## config.mk

```make
export PLATFORM = sky130hd
export DESIGN_NAME = spi_master_arbiter_flat
export DESIGN_NICKNAME = d
export VERILOG_FILES = /design/src/rtl/spi_master_arbiter_if.sv /design/src/rtl/spi_master_arbiter.sv /design/src/flat_wrapper.sv
export SDC_FILE = /design/constraint.sdc
export NUM_CORES = 1
export LEC_CHECK = 0
export ABC_AREA = 1
export BUFFER_PORTS_ARGS = -buffer_cell sky130_fd_sc_hd__buf_2
export CAP_MARGIN = 20
export CORE_MARGIN = 3
export CORE_UTILIZATION = 36
export DETAILED_ROUTE_END_ITERATION = 6
export GPL_TIMING_DRIVEN = 0
export PLACE_DENSITY_LB_ADDON = 0.3
export SYNTH_ARGS = -nofsm -noshare
export SYNTH_HDL_FRONTEND = slang
export SYNTH_SLANG_ARGS = --single-unit
export TNS_END_PERCENT = 20
```

## constraint.sdc

```tcl
create_clock -name clk_i -period 2.2 [get_ports clk_i]
set_input_delay 0.44 -clock clk_i [delete_from_list [all_inputs] [get_ports clk_i]]
set_output_delay 0.44 -clock clk_i [all_outputs]
set_load 0.01 [all_outputs]
```

## src/rtl/spi_master_arbiter_if.sv

```systemverilog
// Requester-side handshake and SPI pin bundle for spi_master_arbiter.
// The master modport is the arbiter; the slave modport is the requesters plus the SPI peripheral.
interface spi_master_arbiter_if #(
   parameter int NREQ = 4
);
   logic [NREQ-1:0]   req_i;
   logic [8*NREQ-1:0] tx_data_i;
   logic [NREQ-1:0]   tx_last_i;
   logic [NREQ-1:0]   tx_ack_o;
   logic [NREQ-1:0]   gnt_o;
   logic [7:0]        rx_data_o;
   logic [NREQ-1:0]   rx_valid_o;
   logic              busy_o;
   logic              sclk_o;
   logic              ss_o;
   logic              sdo_o;
   logic              sdi_i;

   modport master (
      input  req_i, tx_data_i, tx_last_i, sdi_i,
      output tx_ack_o, gnt_o, rx_data_o, rx_valid_o, busy_o, sclk_o, ss_o, sdo_o
   );

   modport slave (
      output req_i, tx_data_i, tx_last_i, sdi_i,
      input  tx_ack_o, gnt_o, rx_data_o, rx_valid_o, busy_o, sclk_o, ss_o, sdo_o
   );
endinterface

```

## src/rtl/spi_master_arbiter.sv

```systemverilog
// Mode-0 SPI master shared by NREQ requesters under round-robin arbitration.
// A granted requester keeps the bus until it presents a byte flagged last.
module spi_master_arbiter #(
   parameter int NREQ    = 4,
   parameter int CLK_DIV = 4,
   parameter int SS_GAP  = 2
) (
   input  logic               clk_i,
   input  logic               rst_i,
   spi_master_arbiter_if.master bus
);
   localparam int          PW     = $clog2(NREQ);
   localparam logic [15:0] DIV_M1 = 16'(CLK_DIV - 1);
   localparam logic [15:0] GAP_M1 = 16'(SS_GAP - 1);

   typedef enum logic [2:0] {S_IDLE, S_LOW, S_HIGH, S_END, S_GAP} state_t;

   state_t          state, state_n;
   logic [15:0]     cnt, cnt_n;
   logic [2:0]      bit_cnt, bit_n;
   logic [6:0]      tx_sh, tx_sh_n;
   logic [7:0]      rx_sh, rx_sh_n, rx_data, rx_data_n;
   logic            last, last_n;
   logic [PW-1:0]   gidx, gidx_n, ptr, ptr_n, win, src;
   logic            found;
   logic [NREQ-1:0] gnt, gnt_n, tx_ack, tx_ack_n, rx_valid, rx_valid_n;
   logic            sclk, sclk_n, ss, ss_n, sdo, sdo_n, busy, busy_n;
   logic [7:0]      sel_data;
   logic            sel_last;

   // First pending requester at or after the pointer, wrapping.
   always_comb begin
      found = 1'b0;
      win   = ptr;
      for (int i = 0; i < NREQ; i++) begin
         if (!found && bus.req_i[(int'(ptr) + i) % NREQ]) begin
            found = 1'b1;
            win   = PW'((int'(ptr) + i) % NREQ);
         end
      end
   end

   assign src      = (state == S_IDLE) ? win : gidx;
   assign sel_data = bus.tx_data_i[8*int'(src) +: 8];
   assign sel_last = bus.tx_last_i[src];

   always_comb begin
      state_n    = state;
      cnt_n      = cnt;
      bit_n      = bit_cnt;
      tx_sh_n    = tx_sh;
      rx_sh_n    = rx_sh;
      rx_data_n  = rx_data;
      last_n     = last;
      gidx_n     = gidx;
      ptr_n      = ptr;
      gnt_n      = gnt;
      tx_ack_n   = '0;
      rx_valid_n = '0;
      sclk_n     = sclk;
      ss_n       = ss;
      sdo_n      = sdo;
      busy_n     = busy;
      unique case (state)
         S_IDLE: begin
            ss_n   = 1'b1;
            sclk_n = 1'b0;
            if (found) begin
               gidx_n        = win;
               gnt_n         = '0;
               gnt_n[win]    = 1'b1;
               ss_n          = 1'b0;
               busy_n        = 1'b1;
               tx_sh_n       = sel_data[6:0];
               sdo_n         = sel_data[7];
               last_n        = sel_last;
               tx_ack_n[win] = 1'b1;
               ptr_n         = PW'((int'(win) + 1) % NREQ);
               cnt_n         = '0;
               bit_n         = '0;
               state_n       = S_LOW;
            end
         end
         S_LOW: begin
            if (cnt == DIV_M1) begin
               cnt_n   = '0;
               sclk_n  = 1'b1;
               rx_sh_n = {rx_sh[6:0], bus.sdi_i};
               state_n = S_HIGH;
            end else begin
               cnt_n = cnt + 16'd1;
            end
         end
         S_HIGH: begin
            if (cnt == DIV_M1) begin
               cnt_n  = '0;
               sclk_n = 1'b0;
               if (bit_cnt != 3'd7) begin
                  bit_n   = bit_cnt + 3'd1;
                  sdo_n   = tx_sh[6];
                  tx_sh_n = {tx_sh[5:0], 1'b0};
                  state_n = S_LOW;
               end else begin
                  bit_n            = '0;
                  rx_data_n        = rx_sh;
                  rx_valid_n[gidx] = 1'b1;
                  if (!last) begin
                     // Back-to-back byte: SS stays low, next byte starts with its MSb.
                     tx_sh_n        = sel_data[6:0];
                     sdo_n          = sel_data[7];
                     last_n         = sel_last;
                     tx_ack_n[gidx] = 1'b1;
                     state_n        = S_LOW;
                  end else begin
                     state_n = S_END;
                  end
               end
            end else begin
               cnt_n = cnt + 16'd1;
            end
         end
         S_END: begin
            if (cnt == DIV_M1) begin
               cnt_n   = '0;
               ss_n    = 1'b1;
               gnt_n   = '0;
               state_n = S_GAP;
            end else begin
               cnt_n = cnt + 16'd1;
            end
         end
         S_GAP: begin
            if (cnt == GAP_M1) begin
               cnt_n   = '0;
               busy_n  = 1'b0;
               state_n = S_IDLE;
            end else begin
               cnt_n = cnt + 16'd1;
            end
         end
         default: state_n = S_IDLE;
      endcase
   end

   always_ff @(posedge clk_i or posedge rst_i) begin
      if (rst_i) begin
         state    <= S_IDLE;
         cnt      <= '0;
         bit_cnt  <= '0;
         tx_sh    <= '0;
         rx_sh    <= '0;
         rx_data  <= '0;
         last     <= 1'b0;
         gidx     <= '0;
         ptr      <= '0;
         gnt      <= '0;
         tx_ack   <= '0;
         rx_valid <= '0;
         sclk     <= 1'b0;
         ss       <= 1'b1;
         sdo      <= 1'b0;
         busy     <= 1'b0;
      end else begin
         state    <= state_n;
         cnt      <= cnt_n;
         bit_cnt  <= bit_n;
         tx_sh    <= tx_sh_n;
         rx_sh    <= rx_sh_n;
         rx_data  <= rx_data_n;
         last     <= last_n;
         gidx     <= gidx_n;
         ptr      <= ptr_n;
         gnt      <= gnt_n;
         tx_ack   <= tx_ack_n;
         rx_valid <= rx_valid_n;
         sclk     <= sclk_n;
         ss       <= ss_n;
         sdo      <= sdo_n;
         busy     <= busy_n;
      end
   end

   assign bus.gnt_o      = gnt;
   assign bus.tx_ack_o   = tx_ack;
   assign bus.rx_valid_o = rx_valid;
   assign bus.rx_data_o  = rx_data;
   assign bus.busy_o     = busy;
   assign bus.sclk_o     = sclk;
   assign bus.ss_o       = ss;
   assign bus.sdo_o      = sdo;
endmodule

```

## src/flat_wrapper.sv

```systemverilog
// flat-port wrapper written by rule: the top's interface ports become plain ports
module spi_master_arbiter_flat 
#(
   parameter int NREQ    = 4,
   parameter int CLK_DIV = 4,
   parameter int SS_GAP  = 2
)
  (clk_i, rst_i, bus_req_i, bus_tx_data_i, bus_tx_last_i, bus_sdi_i, bus_tx_ack_o, bus_gnt_o, bus_rx_data_o, bus_rx_valid_o, bus_busy_o, bus_sclk_o, bus_ss_o, bus_sdo_o);
  spi_master_arbiter_if #(.NREQ(NREQ)) bus_i ();
  input  logic clk_i;
  input  logic rst_i;
  input wire logic [$bits(bus_i.req_i)-1:0] bus_req_i;
  input wire logic [$bits(bus_i.tx_data_i)-1:0] bus_tx_data_i;
  input wire logic [$bits(bus_i.tx_last_i)-1:0] bus_tx_last_i;
  input wire logic [$bits(bus_i.sdi_i)-1:0] bus_sdi_i;
  output wire logic [$bits(bus_i.tx_ack_o)-1:0] bus_tx_ack_o;
  output wire logic [$bits(bus_i.gnt_o)-1:0] bus_gnt_o;
  output wire logic [$bits(bus_i.rx_data_o)-1:0] bus_rx_data_o;
  output wire logic [$bits(bus_i.rx_valid_o)-1:0] bus_rx_valid_o;
  output wire logic [$bits(bus_i.busy_o)-1:0] bus_busy_o;
  output wire logic [$bits(bus_i.sclk_o)-1:0] bus_sclk_o;
  output wire logic [$bits(bus_i.ss_o)-1:0] bus_ss_o;
  output wire logic [$bits(bus_i.sdo_o)-1:0] bus_sdo_o;
  assign bus_i.req_i = bus_req_i;
  assign bus_i.tx_data_i = bus_tx_data_i;
  assign bus_i.tx_last_i = bus_tx_last_i;
  assign bus_i.sdi_i = bus_sdi_i;
  assign bus_tx_ack_o = bus_i.tx_ack_o;
  assign bus_gnt_o = bus_i.gnt_o;
  assign bus_rx_data_o = bus_i.rx_data_o;
  assign bus_rx_valid_o = bus_i.rx_valid_o;
  assign bus_busy_o = bus_i.busy_o;
  assign bus_sclk_o = bus_i.sclk_o;
  assign bus_ss_o = bus_i.ss_o;
  assign bus_sdo_o = bus_i.sdo_o;
  spi_master_arbiter #(.NREQ(NREQ), .CLK_DIV(CLK_DIV), .SS_GAP(SS_GAP)) u_core (.clk_i(clk_i), .rst_i(rst_i), .bus(bus_i));
endmodule
```

==> impl_results.md <==
- Drt initial violations: between 200 and 250
- Layout net count: 660
- Yosys top cell area share: 42.8%
- Skew-Pair Late Insertion Delay: around 0.35 ns
- CP peak stage delay: around 0.4 ns
- GR Overflow Total: 0
- Setup crit end kind: flop
- Tightest Hold Check Type: in -> async
- Global placer's final weighted congestion: around 0.84
- DR DRC count: 0
- I/O Pins: 67
- Design area: around 5100 um^2
- Worst VDD drop: ~720 uV
- Initial antenna violation count: 0
- Yosys top cell by area: dfrtp_1
- Worst path slowest cell: dfrtp_1
- Data required time of the critical path: roughly 2.4 ns
- Sinks on the clock net: 66
- Die area: ~12000 um^2
- Synth area leaders: dfrtp_1 43%, nand2_1 17%, nand3_1 7.1%, inv_1 4.3%, nor2_1 3.7%
- CTS Buf Count: 9
- Post-synthesis adder-cell area fraction: 2.64%
- YS warnings: 0
- Register area share after synthesis: between 40 and 50%
- Largest net degree at the start of global routing: 40
- Register bit total from synthesis: 66
- Slew @ Worst Pin: around 0.62 ns
- Pwr dens: around 1500 nW/um^2
- First-pass GRT wire length: 15400 um
- Crit Path Max Fanout: 7
- P_leak: between 2 and 3 nW
- Clk_skew: about 0.0064 ns
- CTS max path bufs: 2
- Drt wl/cell: around 13 um
- Antenna Cells: 0
- CP delay by family, top: simple AND/OR/NAND/NOR gates
- Final WS setup: 0.0298 ns
- H-tree levels: 3
- Post-Route WL: between 9000 and 10000 um
- Fin crit share: 98.6%
- Post-Synthesis Net Count: about 550
- Post-CTS Hold Buffers: 0
- Die Height: 109 um
- Synthesized area: between 3000 and 4000 um^2
- Post-synthesis mux area share: 0.297%
- Main combinational cell family by area after synthesis: simple AND/OR/NAND/NOR gates
- DRT antenna net count: 0
- Core Area: roughly 10000 um^2
- Initial DRT Pass Iterations: 4
- Starting Density: 38.0%
- Startpoint type of the worst setup path: flop
- Max-cap check violation count: 0
- Cells after Synth: 500
- Syn_area_per_cell: ~7.6 um^2
- Compound-Gate Fraction of Synth Area: approximately 7.8%
- Synth Area in Simple Gates: ~36%
- Layout cell share with drive strength beyond 1: 32.1%
- Post-DR vias/cell: between 4 and 5
- Detailed Place HPWL: 6830 um
- Area growth, synth to finish: 34.4%
- RSZ-0062 raised after global routing: yes
- Xor/xnor share of the synthesized area: 2.54%
- Placement row count: 36
- Max-slew violations: 0
- Port Buf Inserts: 66
- CTS clk-pin slew, worst paths: approximately 0.070 ns
- CTS tree: yes
- Status: complete, no violations
- Final Critical Period: about 2.2 ns
- CP cell instances: buf_6, buf_12, nand2_4, nand2_4, nand2_4, nand2_4, nor2_4, nand2_2, nor2_4, nor2_4, nor2_4, inv_2, nand2_4, buf_6, nor2_2, nand2_1, nand2_1
- F_max: roughly 460 MHz
- Number of distinct library cells after synthesis: 39
- CP bufs+invs: 4
- Dpl cell area: roughly 4300 um^2
- Root buf cell: clkbuf_8
- Arrival time at the worst endpoint: about 2.4 ns
- Global Route Usage Sum: between 10% and 20%
- Routed via count: about 3600
- Fillcell total: 968
- Die width: roughly 110 um
- Setup WS pre-CTS: -0.0799 ns
- Slew HR: 58.6%
- Cell repeated most along the worst path: nand2_4
- Final Hold Vio Count: 0
- CP Class: reg -> reg
- Final setup violation count: 0
- Number of global-route vias before repair: around 3300
-- per-layer routing --
| metal | GRT usage, % | part of all wire, % | vias up |
|---|---|---|---|
| li1 | - | - | 1840 |
| met2 | 27.2 | 47 | 93 |
| met1 | 20.8 | 46 | 1698 |
| met3 | 3.55 | 5.2 | 12 |
| met5 | 0 | 0 | - |
| met4 | 4.60 | 1.3 | 0 |
-- worst register-to-register path, cell delays in order, from the launching register on --
cell,delay (ns)
dfrtp_1,0.40
buf_6,0.14
buf_12,0.13
nand2_4,0.07
nand2_4,0.07
nand2_4,0.08
nand2_4,0.07
nor2_4,0.16
nand2_2,0.09
nor2_4,0.16
nor2_4,0.07
nor2_4,0.17
inv_2,0.07
nand2_4,0.09
buf_6,0.13
nor2_2,0.03
nand2_1,0.07
nand2_1,0.05
-- cell usage after synthesis --
cell and count:
nand2_1 170, dfrtp_1 65, nand3_1 54, inv_1 43, nor2_1 37, o21ai_0 26, nor3_1 11, o22ai_1 11
nand2_2 10, xor2_1 10, ha_1 8, a21oi_1 5, nand4_1 5, buf_6 4, clkbuf_1 4, nor2_4 4
o41ai_1 4, buf_2 3, inv_2 3, nand2_4 3, o32ai_1 2, a31oi_1 1, buf_1 1, buf_4 1
buf_8 1, clkinv_1 1, dfstp_2 1, inv_4 1, mux2_2 1, nand3_2 1, nand3_4 1, nand4_2 1
nand4_4 1, nor2_2 1, o21a_1 1, o21bai_1 1, or2_1 1, or2_2 1, xnor2_1 1
-- flip-flops by register name, summed over array words and instances (netlist names), 3 cells and up --
name,cells
u_core.bus.rx_valid_o,4
u_core.rx_sh,8
u_core.bit_cnt,3
u_core.state,3
u_core.cnt,16
u_core.bus.tx_ack_o,4
u_core.tx_sh,7
u_core.bus.gnt_o,4
u_core.bus.rx_data_o,8
-- cells in the final DEF, fill, tap and decap left out, types with 2 or more instances in the layout --
master	n
buf_2	70
nand2_2	20
o41ai_1	2
dfrtp_1	65
nor3_1	7
ha_1	7
nand4_4	2
o41ai_2	2
nand2_1	150
buf_6	8
clkbuf_16	2
nand4_1	5
nor2_4	5
nand3_2	13
buf_4	23
nor3_2	4
clkbuf_1	3
inv_2	6
nor2_1	35
xor2_1	10
nand2_4	12
inv_1	40
bufinv_16	4
buf_12	2
nor2_2	2
o32ai_1	2
o21ai_0	25
clkinvlp_4	2
o22ai_1	11
a21oi_1	5
clkbuf_8	9
nand3_1	43
-- power by group --
part           switching [mW]  internal, mW
registers               0.285          1.59
logic                    2.78          1.87
clock network           0.484         0.867
total                    3.55          4.32
-- cells by family (layout without fill, tap and decap cells) --
family          after synthesis  count (layout)
simple gates                301             302
buf+inv                      62             175
xor+xnor                     11              11
flops                        66              66
compound gates               51              51
fa+ha+maj                     8               8
mux                           1               1
-- layout make-up --
type	instances	area, um^2	share of cell area, %
tap	133	166	3.26
sequential	66	1650	32.4
buffer	14	121	2.38
inverter	48	189	3.70
clock inverter	7	141	2.77
multi-input combinational	373	2090	41.0
timing repair buffer	97	617	12.1
clock buffer	9	124	2.43
-- final timing paths --
path / slack (ns) / cells after the start / end / startpoint
setup / recovery: 0.03 / 17 / u_core.tx_sh[1]$_DFFE_PP0P_ / u_core.ptr[0]$_DFFE_PP0P_
hold / removal: 0.17 / 2 / u_core.bus.rx_data_o[1]$_DFFE_PP0P_ / rst_i
setup reg to reg: 0.03 / 17 / u_core.tx_sh[1]$_DFFE_PP0P_ / u_core.ptr[0]$_DFFE_PP0P_
hold reg to reg: 0.47 / 2 / u_core.bus.gnt_o[1]$_DFFE_PP0P_ / u_core.bus.gnt_o[1]$_DFFE_PP0P_
max in group asynchronous: 1.35 / 3 / u_core.bus.ss_o$_DFFE_PP1P_ / rst_i
min in group clk_i: 0.35 / 3 / u_core.rx_sh[0]$_DFFE_PP0P_ / bus_sdi_i
-- through the flow --
stage	utilization (%)	hold slack [ns]	total power, mW	setup TNS (ns)	instances
after floorplan	-	0.449	4.58	0	500
after global placement	42.9	0.459	5.30	-45.82	699
after detailed placement	43.1	0.458	5.42	-0.196	700
after CTS	45.9	0.179	6.82	0	716
after global routing	51.0	0.207	8.55	-0.950	747
final	51.0	0.166	7.87	0	747
-- repair_timing --
action                                 in CTS  in global routing
buffers inserted                            0                 26
endpoints found under the hold margin       0                  0
setup endpoints to repair                   8                 50
resized for setup                           4                 66
pin swaps                                   0                 29
gates cloned                                0                  5
(Power assumes the default switching activity.)
